**config.mk**
```make
export PLATFORM = sky130hd
export DESIGN_NAME = uart_tx_arbiter
export DESIGN_NICKNAME = d
export VERILOG_FILES = /design/src/rtl/uart_pkg.sv /design/src/rtl/uart_tx_arbiter_rr_pick.sv /design/src/rtl/uart_tx_arbiter.sv
export SDC_FILE = /design/constraint.sdc
export NUM_CORES = 1
export LEC_CHECK = 0
export CAP_MARGIN = 20
export CELL_PAD_IN_SITES_DETAIL_PLACEMENT = 1
export CELL_PAD_IN_SITES_GLOBAL_PLACEMENT = 2
export CORE_MARGIN = 3
export CORE_UTILIZATION = 27
export DETAILED_ROUTE_END_ITERATION = 10
export GPL_ROUTABILITY_DRIVEN = 0
export GPL_TIMING_DRIVEN = 0
export PLACE_DENSITY_LB_ADDON = 0.1
export SLEW_MARGIN = 20
export SYNTH_ARGS = -nofsm -noshare
export SYNTH_HDL_FRONTEND = slang
export SYNTH_HIERARCHICAL = 1
export SYNTH_SLANG_ARGS = --single-unit
export TNS_END_PERCENT = 5
```
**constraint.sdc**
```tcl
create_clock -name clk_in -period 2.7 [get_ports clk_in]
set_input_delay 0.54 -clock clk_in [delete_from_list [all_inputs] [get_ports clk_in]]
set_output_delay 0.54 -clock clk_in [all_outputs]
set_load 0.005 [all_outputs]
```
**src/rtl/uart_pkg.sv**
```systemverilog
// Shared definitions for the UART transmit-side arbitration blocks.
// Holds the FSM state encoding, byte/frame constants and a counter-width helper.
package uart_pkg;

   typedef enum logic [1:0] {
      ST_IDLE   = 2'd0,
      ST_LAUNCH = 2'd1,
      ST_WAIT   = 2'd2,
      ST_GAP    = 2'd3
   } state_e;

   localparam int BYTE_W     = 8;
   localparam int FRAME_BITS = 10;

   // Width able to hold 0..max_val; never narrower than one bit.
   function automatic int cnt_w(input int max_val);
      if (max_val < 1) return 1;
      return $clog2(max_val + 1);
   endfunction

endpackage

```
**src/rtl/uart_tx_arbiter_rr_pick.sv**
```systemverilog
// Combinational round-robin picker: first asserted request at or after ptr_i,
// searching upward modulo N_REQ. Stateless so it can be shared by other arbiters.
module rr_pick #(
   parameter int N_REQ = 4,
   parameter int IW    = (N_REQ > 1) ? $clog2(N_REQ) : 1
) (
   input  logic [N_REQ-1:0] req_i,
   input  logic [IW-1:0]    ptr_i,
   output logic [N_REQ-1:0] win_oh_o,
   output logic [IW-1:0]    win_idx_o,
   output logic             any_req_o
);

   logic found;
   int   j;

   always_comb begin
      win_oh_o  = '0;
      win_idx_o = '0;
      found     = 1'b0;
      j         = 0;
      for (int k = 0; k < N_REQ; k++) begin
         j = int'(ptr_i) + k;
         if (j >= N_REQ) j = j - N_REQ;
         if (!found && req_i[j]) begin
            found       = 1'b1;
            win_oh_o[j] = 1'b1;
            win_idx_o   = IW'(j);
         end
      end
   end

   assign any_req_o = |req_i;

endmodule

```
**src/rtl/uart_tx_arbiter.sv**
```systemverilog
// Shares one UART transmitter among N_REQ clients: round-robin grant, frame
// launch, completion tracking with timeout, and an inter-frame guard gap in baud ticks.
module uart_tx_arbiter
   import uart_pkg::*;
#(
   parameter int N_REQ         = 4,
   parameter int GAP_BITS      = 2,
   parameter int TIMEOUT_TICKS = 16
) (
   input  logic                      clk_in,
   input  logic                      rst,
   input  logic                      baud_tick,
   input  logic [N_REQ-1:0]          req,
   input  logic [BYTE_W*N_REQ-1:0]   data_in,
   output logic [N_REQ-1:0]          gnt,
   output logic                      tx_start,
   output logic [BYTE_W-1:0]         tx_data,
   input  logic                      tx_busy,
   input  logic                      tx_done,
   output logic [2:0]                owner,
   output logic                      active,
   output logic                      err_timeout,
   output logic [1:0]                state_dbg
);

   localparam int IW = (N_REQ > 1) ? $clog2(N_REQ) : 1;
   localparam int TW = cnt_w(TIMEOUT_TICKS);
   localparam int GW = cnt_w(GAP_BITS);
   localparam logic [TW-1:0] TO_LAST = TW'(TIMEOUT_TICKS - 1);
   localparam logic [GW-1:0] GAP_LD  = GW'(GAP_BITS);

   state_e            state_q;
   logic [N_REQ-1:0]  gnt_q;
   logic              tx_start_q;
   logic [BYTE_W-1:0] tx_data_q;
   logic [2:0]        owner_q;
   logic              active_q;
   logic              err_q;
   logic [IW-1:0]     ptr_q;
   logic [TW-1:0]     tick_cnt_q;
   logic [GW-1:0]     gap_cnt_q;

   logic [N_REQ-1:0]  win_oh;
   logic [IW-1:0]     win_idx;
   logic              any_req;
   logic [IW-1:0]     ptr_d;
   logic [BYTE_W-1:0] tx_data_d;
   logic              timeout_hit;

   rr_pick #(.N_REQ(N_REQ), .IW(IW)) u_pick (
      .req_i     (req),
      .ptr_i     (ptr_q),
      .win_oh_o  (win_oh),
      .win_idx_o (win_idx),
      .any_req_o (any_req)
   );

   always_comb begin
      tx_data_d = '0;
      for (int i = 0; i < N_REQ; i++) begin
         if (win_oh[i]) tx_data_d = tx_data_d | data_in[BYTE_W*i +: BYTE_W];
      end
   end

   assign ptr_d = (win_idx == IW'(N_REQ - 1)) ? '0 : win_idx + 1'b1;

   // The tick that would make tick_cnt reach TIMEOUT_TICKS; tx_done still takes priority.
   assign timeout_hit = baud_tick && (tick_cnt_q == TO_LAST);

   always_ff @(posedge clk_in or posedge rst) begin
      if (rst) begin
         state_q    <= ST_IDLE;
         gnt_q      <= '0;
         tx_start_q <= 1'b0;
         tx_data_q  <= '0;
         owner_q    <= '0;
         active_q   <= 1'b0;
         err_q      <= 1'b0;
         ptr_q      <= '0;
         tick_cnt_q <= '0;
         gap_cnt_q  <= '0;
      end else begin
         gnt_q      <= '0;
         tx_start_q <= 1'b0;
         err_q      <= 1'b0;
         case (state_q)
            ST_IDLE: begin
               if (any_req && !tx_busy) begin
                  gnt_q      <= win_oh;
                  tx_start_q <= 1'b1;
                  tx_data_q  <= tx_data_d;
                  owner_q    <= 3'(win_idx);
                  ptr_q      <= ptr_d;
                  tick_cnt_q <= '0;
                  active_q   <= 1'b1;
                  state_q    <= ST_LAUNCH;
               end
            end
            ST_LAUNCH: begin
               state_q <= ST_WAIT;
            end
            ST_WAIT: begin
               if (tx_done || timeout_hit) begin
                  err_q <= !tx_done;
                  if (GAP_BITS == 0) begin
                     active_q <= 1'b0;
                     state_q  <= ST_IDLE;
                  end else begin
                     gap_cnt_q <= GAP_LD;
                     state_q   <= ST_GAP;
                  end
               end else if (baud_tick) begin
                  tick_cnt_q <= tick_cnt_q + 1'b1;
               end
            end
            ST_GAP: begin
               if (baud_tick) begin
                  if (gap_cnt_q <= GW'(1)) begin
                     gap_cnt_q <= '0;
                     active_q  <= 1'b0;
                     state_q   <= ST_IDLE;
                  end else begin
                     gap_cnt_q <= gap_cnt_q - 1'b1;
                  end
               end
            end
            default: begin
               active_q <= 1'b0;
               state_q  <= ST_IDLE;
            end
         endcase
      end
   end

   assign gnt         = gnt_q;
   assign tx_start    = tx_start_q;
   assign tx_data     = tx_data_q;
   assign owner       = owner_q;
   assign active      = active_q;
   assign err_timeout = err_q;
   assign state_dbg   = state_q;

endmodule
```
**Word-level counts from Yosys, hierarchy flattened**

Cells that the tools add are included.

- Register bits: 28
- Latch bits: 0
- Memory bits (writable): 0
- ROM bits: 0
- Word-level logic and storage cells: 138
- Memories: 0

- Equality and inequality tests: 11
- Divide/modulo/power cells: 0
- Bitwise logic cells: 6
- $lt $le $gt $ge: 13
- Add/subtract/negate cells: 10
- Reductions and logical operators: 25
- Multipliers: 0
- Multiplexer cells: 63
- Shift operators: 0

Operators by type and width:

| operator | number |
|---|---|
| $ge A32 B1 Y1 const B | 4 |
| $lt A32 B4 Y1 const B | 4 |
| $mux W32 | 4 |
| $ge A32 B4 Y1 const B | 3 |
| $sub A32 B4 Y32 const B | 3 |
| $mux W8 | 4 |
| $mux W2 | 12 |
| $mux W4 | 6 |
| $or A8 B8 Y8 | 3 |
| $mux W1 | 22 |
| $mux W5 | 3 |
| $ne A2 B2 Y1 const B | 6 |
| $or A4 B4 Y4 | 3 |
| $reduce_and A4 Y1 | 3 |
| $pmux W5 S2 | 1 |
| $logic_and A1 B1 Y1 | 9 |
| $bmux W1 S2 | 4 |
| $demux W1 S2 | 4 |
| $pmux W2 S4 | 1 |
| $add A2 B2 Y3 const B | 2 |
| $eq A2 B2 Y1 const B | 3 |
| $reduce_bool A2 Y1 | 3 |
| $add A5 B1 Y5 const B | 1 |
| $eq A5 B4 Y1 const B | 1 |
| 15 further kinds | 19 |

**Longest topological paths before layout**

- Depth in word-level cells: 22
- Mapped depth: 12
- Depth with buffers taken out: 10

**Hierarchy**

The synthesis kept the hierarchy.

Modules (own cells, without submodules):

| module | cells each | times used | sequential area each (sq um) | area each (sq um) |
|---|---|---|---|---|
| uart_tx_arbiter | 146 | 1 | 700.7 | 1,418.9 |
| rr_pick | 54 | 1 | 0.0 | 483.0 |

**Worst setup path after synthesis**

Ideal clock, no wire load.

- Path type: register to register
- Start: register ptr_q[1]
- End: register tx_data_q[2], in the netlist tx_data[2]
- Clock period less this slack: 2.510 ns
- Cell stages (with the launch flop): 12
- Arrival: 2.428 ns
- Data required time: 2.618 ns
- Setup slack: 0.190 ns
- Cells stage by stage: dfrtp_1 clkbuf_2 inv_1 ha_1 buf_4 mux4_2 nor2b_4 a22oi_1 o21ai_0 clkbuf_1 a22oi_1 a31oi_1

- Elaborated cells between the ends (all ways): 70
- Classes of those cells: add/sub (7); order compare (12); mux (35); bitwise (6); reduce/logical (10)

RTL lines:

| element | line | RTL |
|---|---|---|
| start, declared | uart_tx_arbiter.sv:39 | `logic [IW-1:0] ptr_q;` |
| start signal, assigned | uart_tx_arbiter.sv:93 | `ptr_q <= ptr_d;` |
| parallel branches: the longest is 14 deep, another holds $sub A32 B4 Y32 | n/a |  |
| $mux W4 (*) | uart_tx_arbiter_rr_pick.sv:25 | `if (!found && req_i[j]) begin` |
| named net win_oh[3] | uart_tx_arbiter.sv:43 | `logic [N_REQ-1:0] win_oh;` |
| $mux W8 (*) | uart_tx_arbiter.sv:61 | `if (win_oh[i]) tx_data_d = tx_data_d \| data_in[BYTE_W*i +: BYTE_W];` |
| end signal, assigned | uart_tx_arbiter.sv:91 | `tx_data_q <= tx_data_d;` |
| end, declared | uart_tx_arbiter.sv:35 | `logic [BYTE_W-1:0] tx_data_q;` |

Mark *: on every way through the listed nets, which the timed path passes. The select of a mux whose other input is x is not followed.
A chain may end at the register's enable or synchronous reset.

**Final worst setup path**

- Start: input req[0]
- End: register tx_data_q[5], in the netlist tx_data[5]

- Longest elaborated chain between the ends: 20
- Elaborated cells between the ends (all ways): 38
- Classes of those cells: mux (23); bitwise (6); reduce/logical (9)

RTL lines:

| element | line | RTL |
|---|---|---|
| start, declared | uart_tx_arbiter.sv:13 | `input logic [N_REQ-1:0] req,` |
| $bmux W1 S2 | uart_tx_arbiter_rr_pick.sv:25 |  |
| $mux W1 (implied by the code) (2 in series) | uart_tx_arbiter_rr_pick.sv:25 |  |
| $mux W1 | uart_tx_arbiter_rr_pick.sv:25 |  |
| $logic_not A1 Y1 | uart_tx_arbiter_rr_pick.sv:25 |  |
| $logic_and A1 B1 Y1 | uart_tx_arbiter_rr_pick.sv:25 |  |
| $mux W1 | uart_tx_arbiter_rr_pick.sv:25 |  |
| $logic_not A1 Y1 | uart_tx_arbiter_rr_pick.sv:25 |  |
| $logic_and A1 B1 Y1 | uart_tx_arbiter_rr_pick.sv:25 |  |
| [4 not listed] | n/a |  |
| named net win_oh[0] | uart_tx_arbiter.sv:43 |  |
| $mux W8 (*) | uart_tx_arbiter.sv:61 |  |
| $or A8 B8 Y8 | uart_tx_arbiter.sv:61 |  |
| $mux W8 (*) | uart_tx_arbiter.sv:61 |  |
| $or A8 B8 Y8 | uart_tx_arbiter.sv:61 |  |
| $mux W8 (*) | uart_tx_arbiter.sv:61 |  |
| $or A8 B8 Y8 | uart_tx_arbiter.sv:61 |  |
| $mux W8 (*) | uart_tx_arbiter.sv:61 |  |

Mark *: on every way through the listed nets, which the timed path passes. The rest lies on a longest branch. The select of a mux whose other input is x is not followed.

==> flow_metrics.env <==
export IMPL_status="finished, final reports clean"
export IMPL_place_ws_ps=-573
export IMPL_cts_sinks=28
export IMPL_avgSynthCellArea_um2=9.51
export IMPL_viasPerCell=4.93
export IMPL_clock_fmax_ghz=0.389
export IMPL_grt_pass1_vias=1862
export IMPL_synth_mux_area_share_pct=7.89
export IMPL_crit_start="req[0]"
export IMPL_synth_top_family_by_area="compound AO/OA/AOI/OAI gates"
export IMPL_cpMaxStageDelayCell="mux4_2"
export IMPL_grt_overflow=0
export IMPL_setup_worst_path_start_class="input pin"
export IMPL_synth_top_area_share_pct=36.8
export IMPL_synth_seq_cells=28
export IMPL_crit_arrival_ps=2770
export IMPL_min_period_ps=2570
export IMPL_cp_cell_sequence="clkdlybuf4s50_1 > mux4_2 > nand2b_4 > nor3_4 > a22oi_1 > o21ai_2 > buf_2 > a22oi_2 > a31oi_1"
export IMPL_slowest_delay_ps=550
export IMPL_floorplan_initialDensity_pct=29.0
export IMPL_synthXorXnorAreaFrac_pct=0
export IMPL_timing_rr_start="ptr_q[0]$_DFFE_PP0P_"
export IMPL_wire_per_inst_um=15.6
export IMPL_root_buffer="clkbuf_8"
export IMPL_end_kind="flop"
export IMPL_fill_cells=745
export IMPL_rows=29
export IMPL_synth_adder_area_share_pct=9.87
export IMPL_critical_path_class="in -> reg"
export IMPL_drv_cap=0
export IMPL_syn_nets=256
export IMPL_pwr_share_comb_pct=65.4
export IMPL_slew_viol_final=0
export IMPL_cts_tree="done"
export IMPL_nets=328
export IMPL_synth_compound_area_share_pct=21.7
export IMPL_drtPass1Iterations=4
export IMPL_hpwl_um=4250
export IMPL_clock_path_buffers=2
export IMPL_vias=1796
export IMPL_synthToLayoutAreaGrowth_pct=47.4
export IMPL_die_h_um=89.9
export IMPL_leakage_nw=1.23
export IMPL_antenna_found_initial=0
export IMPL_placed_area_um2=2610
export IMPL_final_cell_mix="clkdlybuf4s50_1 (56), dfrtp_1 (26), nand2_1 (24)"
export IMPL_grt_first_pass_wirelength_um=9300
export IMPL_ys_types=44
export IMPL_p_per_area_nw_per_um2=1050
export IMPL_skew_ps=1.81
export IMPL_core_um2=6570
export IMPL_cts_hold_buf=0
export IMPL_ir_drop_mv=0.382
export IMPL_net_switching_power_mw=1.21
export IMPL_slew_headroom_pct=60.3
export IMPL_die_w_um=89.9
export IMPL_synth_main_ff_cell="dfrtp_1"
export IMPL_worstSkewPairLatency_ps=270
export IMPL_seq_power_share_pct=23.2
export IMPL_synth_seq_area_share_pct=36.8
export IMPL_cp_data_required_time_ps=2900
export IMPL_path_max_fanout=7
export IMPL_synthArstFlopShare_pct=100
export IMPL_final_common_cell="clkdlybuf4s50_1"
export IMPL_drive_above_1_share_pct=17.7
export IMPL_io_buffers=59
export IMPL_min_period_over_period_pct=95.3
export IMPL_cts_buffers=3
export IMPL_synth_edf_count=0
export IMPL_drt_iter0_drc=89
export IMPL_ys_warn_count=6
export IMPL_final_area_um2=2800
export IMPL_num_antenna_cells=0
export IMPL_worstHoldPathType="reg -> reg"
export IMPL_dpl_cell_count=352
export IMPL_timing_critical_path_max_delay_family="buffers and inverters"
export IMPL_setup_violations=0
export IMPL_path_buf_inv=2
export IMPL_grt_usage_pct=13.7
export IMPL_drcViolationCount=0
export IMPL_synth_top_area_cell="dfrtp_1"
export IMPL_post_route_util_pct=42.7
export IMPL_tightestPinTransition_ps=595
export IMPL_fin_ws_ps=128
export IMPL_dieArea_um2=8090
export IMPL_multi_input_area_um2=1120
export IMPL_fin_cells=364
export IMPL_hold_violations=0
export IMPL_wl_um=5660
export IMPL_synth_simple_area_share_pct=17.4
export IMPL_pwr_share_clk_pct=11.4
export IMPL_clk_pin_slew_worst_paths_ps=100
export IMPL_synth_area_um2=1900
export IMPL_swShare_pct=41.0
export IMPL_htreeDepth=1
export IMPL_detail_route_antenna_nets=0
export IMPL_grt_max_degree=29
export IMPL_pin_count=61
export IMPL_netlist_instances=200
export IMPL_min_from="tick_cnt_q[4]$_DFFE_PP0P_"
export IMPL_synth_area_leaders="dfrtp_1 (37%), ha_1 (9.9%), a22oi_1 (9.5%), nand2_1 (4.7%), mux4_2 (3.6%)"
export IMPL_p_int_mw=1.74
export IMPL_register_area_um2=703
==> registers in the layout, summed over array words and instances, names as in the netlist <==
signal	count
active	1
gnt	4
state_dbg	2
err_timeout	1
gap_cnt_q	2
ptr_q	2
owner	2
tx_start	1
tx_data	8
tick_cnt_q	5
==> power by group through the flow <==
stage	logic, mW	clock network [mW]	registers, mW
finish	1.92	0.335	0.684
global route	2.15	0.362	0.708
CTS	1.77	0.348	0.693
detailed placement	1.70	0	0.709
global placement	1.71	0	0.698
floorplan	1.09	0	0.691
==> worst register-to-register path, stage by stage (launching register included) <==
cell and delay, ps:
dfrtp_2 430, buf_6 150, inv_2 80, ha_1 230
buf_4 170, mux4_2 380, nor2b_4 220, buf_4 150
nand2_2 30, a31oi_1 160, a21o_1 130, ha_1 230
nand2_1 60, nand2_1 40
==> routing by layer <==
layer	vias up	global-route usage (%)	share of wire, %
li1	868	-	-
met2	25	24.6	51
met3	2	1.84	2.7
met1	901	18.0	46
met4	0	1.91	0.34
met5	-	0	0
==> timing repair <==
item / in CTS / in global routing
gates cloned: 0 / 1
pin swaps: 0 / 1
setup buffers: 3 / 5
gates resized for setup: 7 / 23
setup endpoints to repair: 14 / 12
==> through the flow <==
step           TNS (ps)  total power, mW  hold WS (ps)
6_report              0             2.94           499
5_1_grt           -55.9             3.22           555
4_1_cts               0             2.81           506
3_5_place_dp      -6070             2.41           481
3_3_place_gp      -5980             2.40           473
2_1_floorplan         0             1.78           450
==> cell families after synthesis <==
logic type / count (synthesis)
compound gates: 61
fa+ha+maj: 15
buf+inv: 25
flops: 28
mux: 9
other cells: 1
simple gates: 61
==> synthesized netlist by cell type, types with 3 or more instances <==
library cell,n
a22oi_1,24
o211ai_1,3
nand2_1,24
clkbuf_1,5
a21oi_1,5
nor2_1,14
mux4_2,3
and3_1,5
ha_1,15
buf_4,3
o21ai_0,10
inv_1,13
mux2i_1,3
a31oi_1,9
dfrtp_1,28
nand2b_1,3
==> path summary, 6_finish.rpt <==
check                                       endpoint  slack, ps  cells past startpoint
setup reg to reg                ptr_q[1]$_DFFE_PP0P_        140                     13
max in group asynchronous       ptr_q[1]$_DFFE_PP0P_       1630                      2
hold reg to reg            tick_cnt_q[4]$_DFFE_PP0P_        500                      2
min in group asynchronous  tick_cnt_q[1]$_DFFE_PP0P_        640                      2
setup / recovery              tx_data[5]$_DFFE_PP0P_        130                      9
hold / removal             tick_cnt_q[4]$_DFFE_PP0P_        500                      2
==> layout make-up <==
| class | count | area share (%) |
|---|---|---|
| plain buffers | 11 | 2.77 |
| clock inverters | 1 | 1.07 |
| inverters | 13 | 1.74 |
| well taps | 93 | 4.15 |
| repair buffers | 68 | 23.7 |
| multi-input cells | 147 | 40.1 |
| flip-flops and latches | 28 | 25.1 |
| clock buffers | 3 | 1.47 |
No activity file was read; power rests on OpenSTA's default activity.
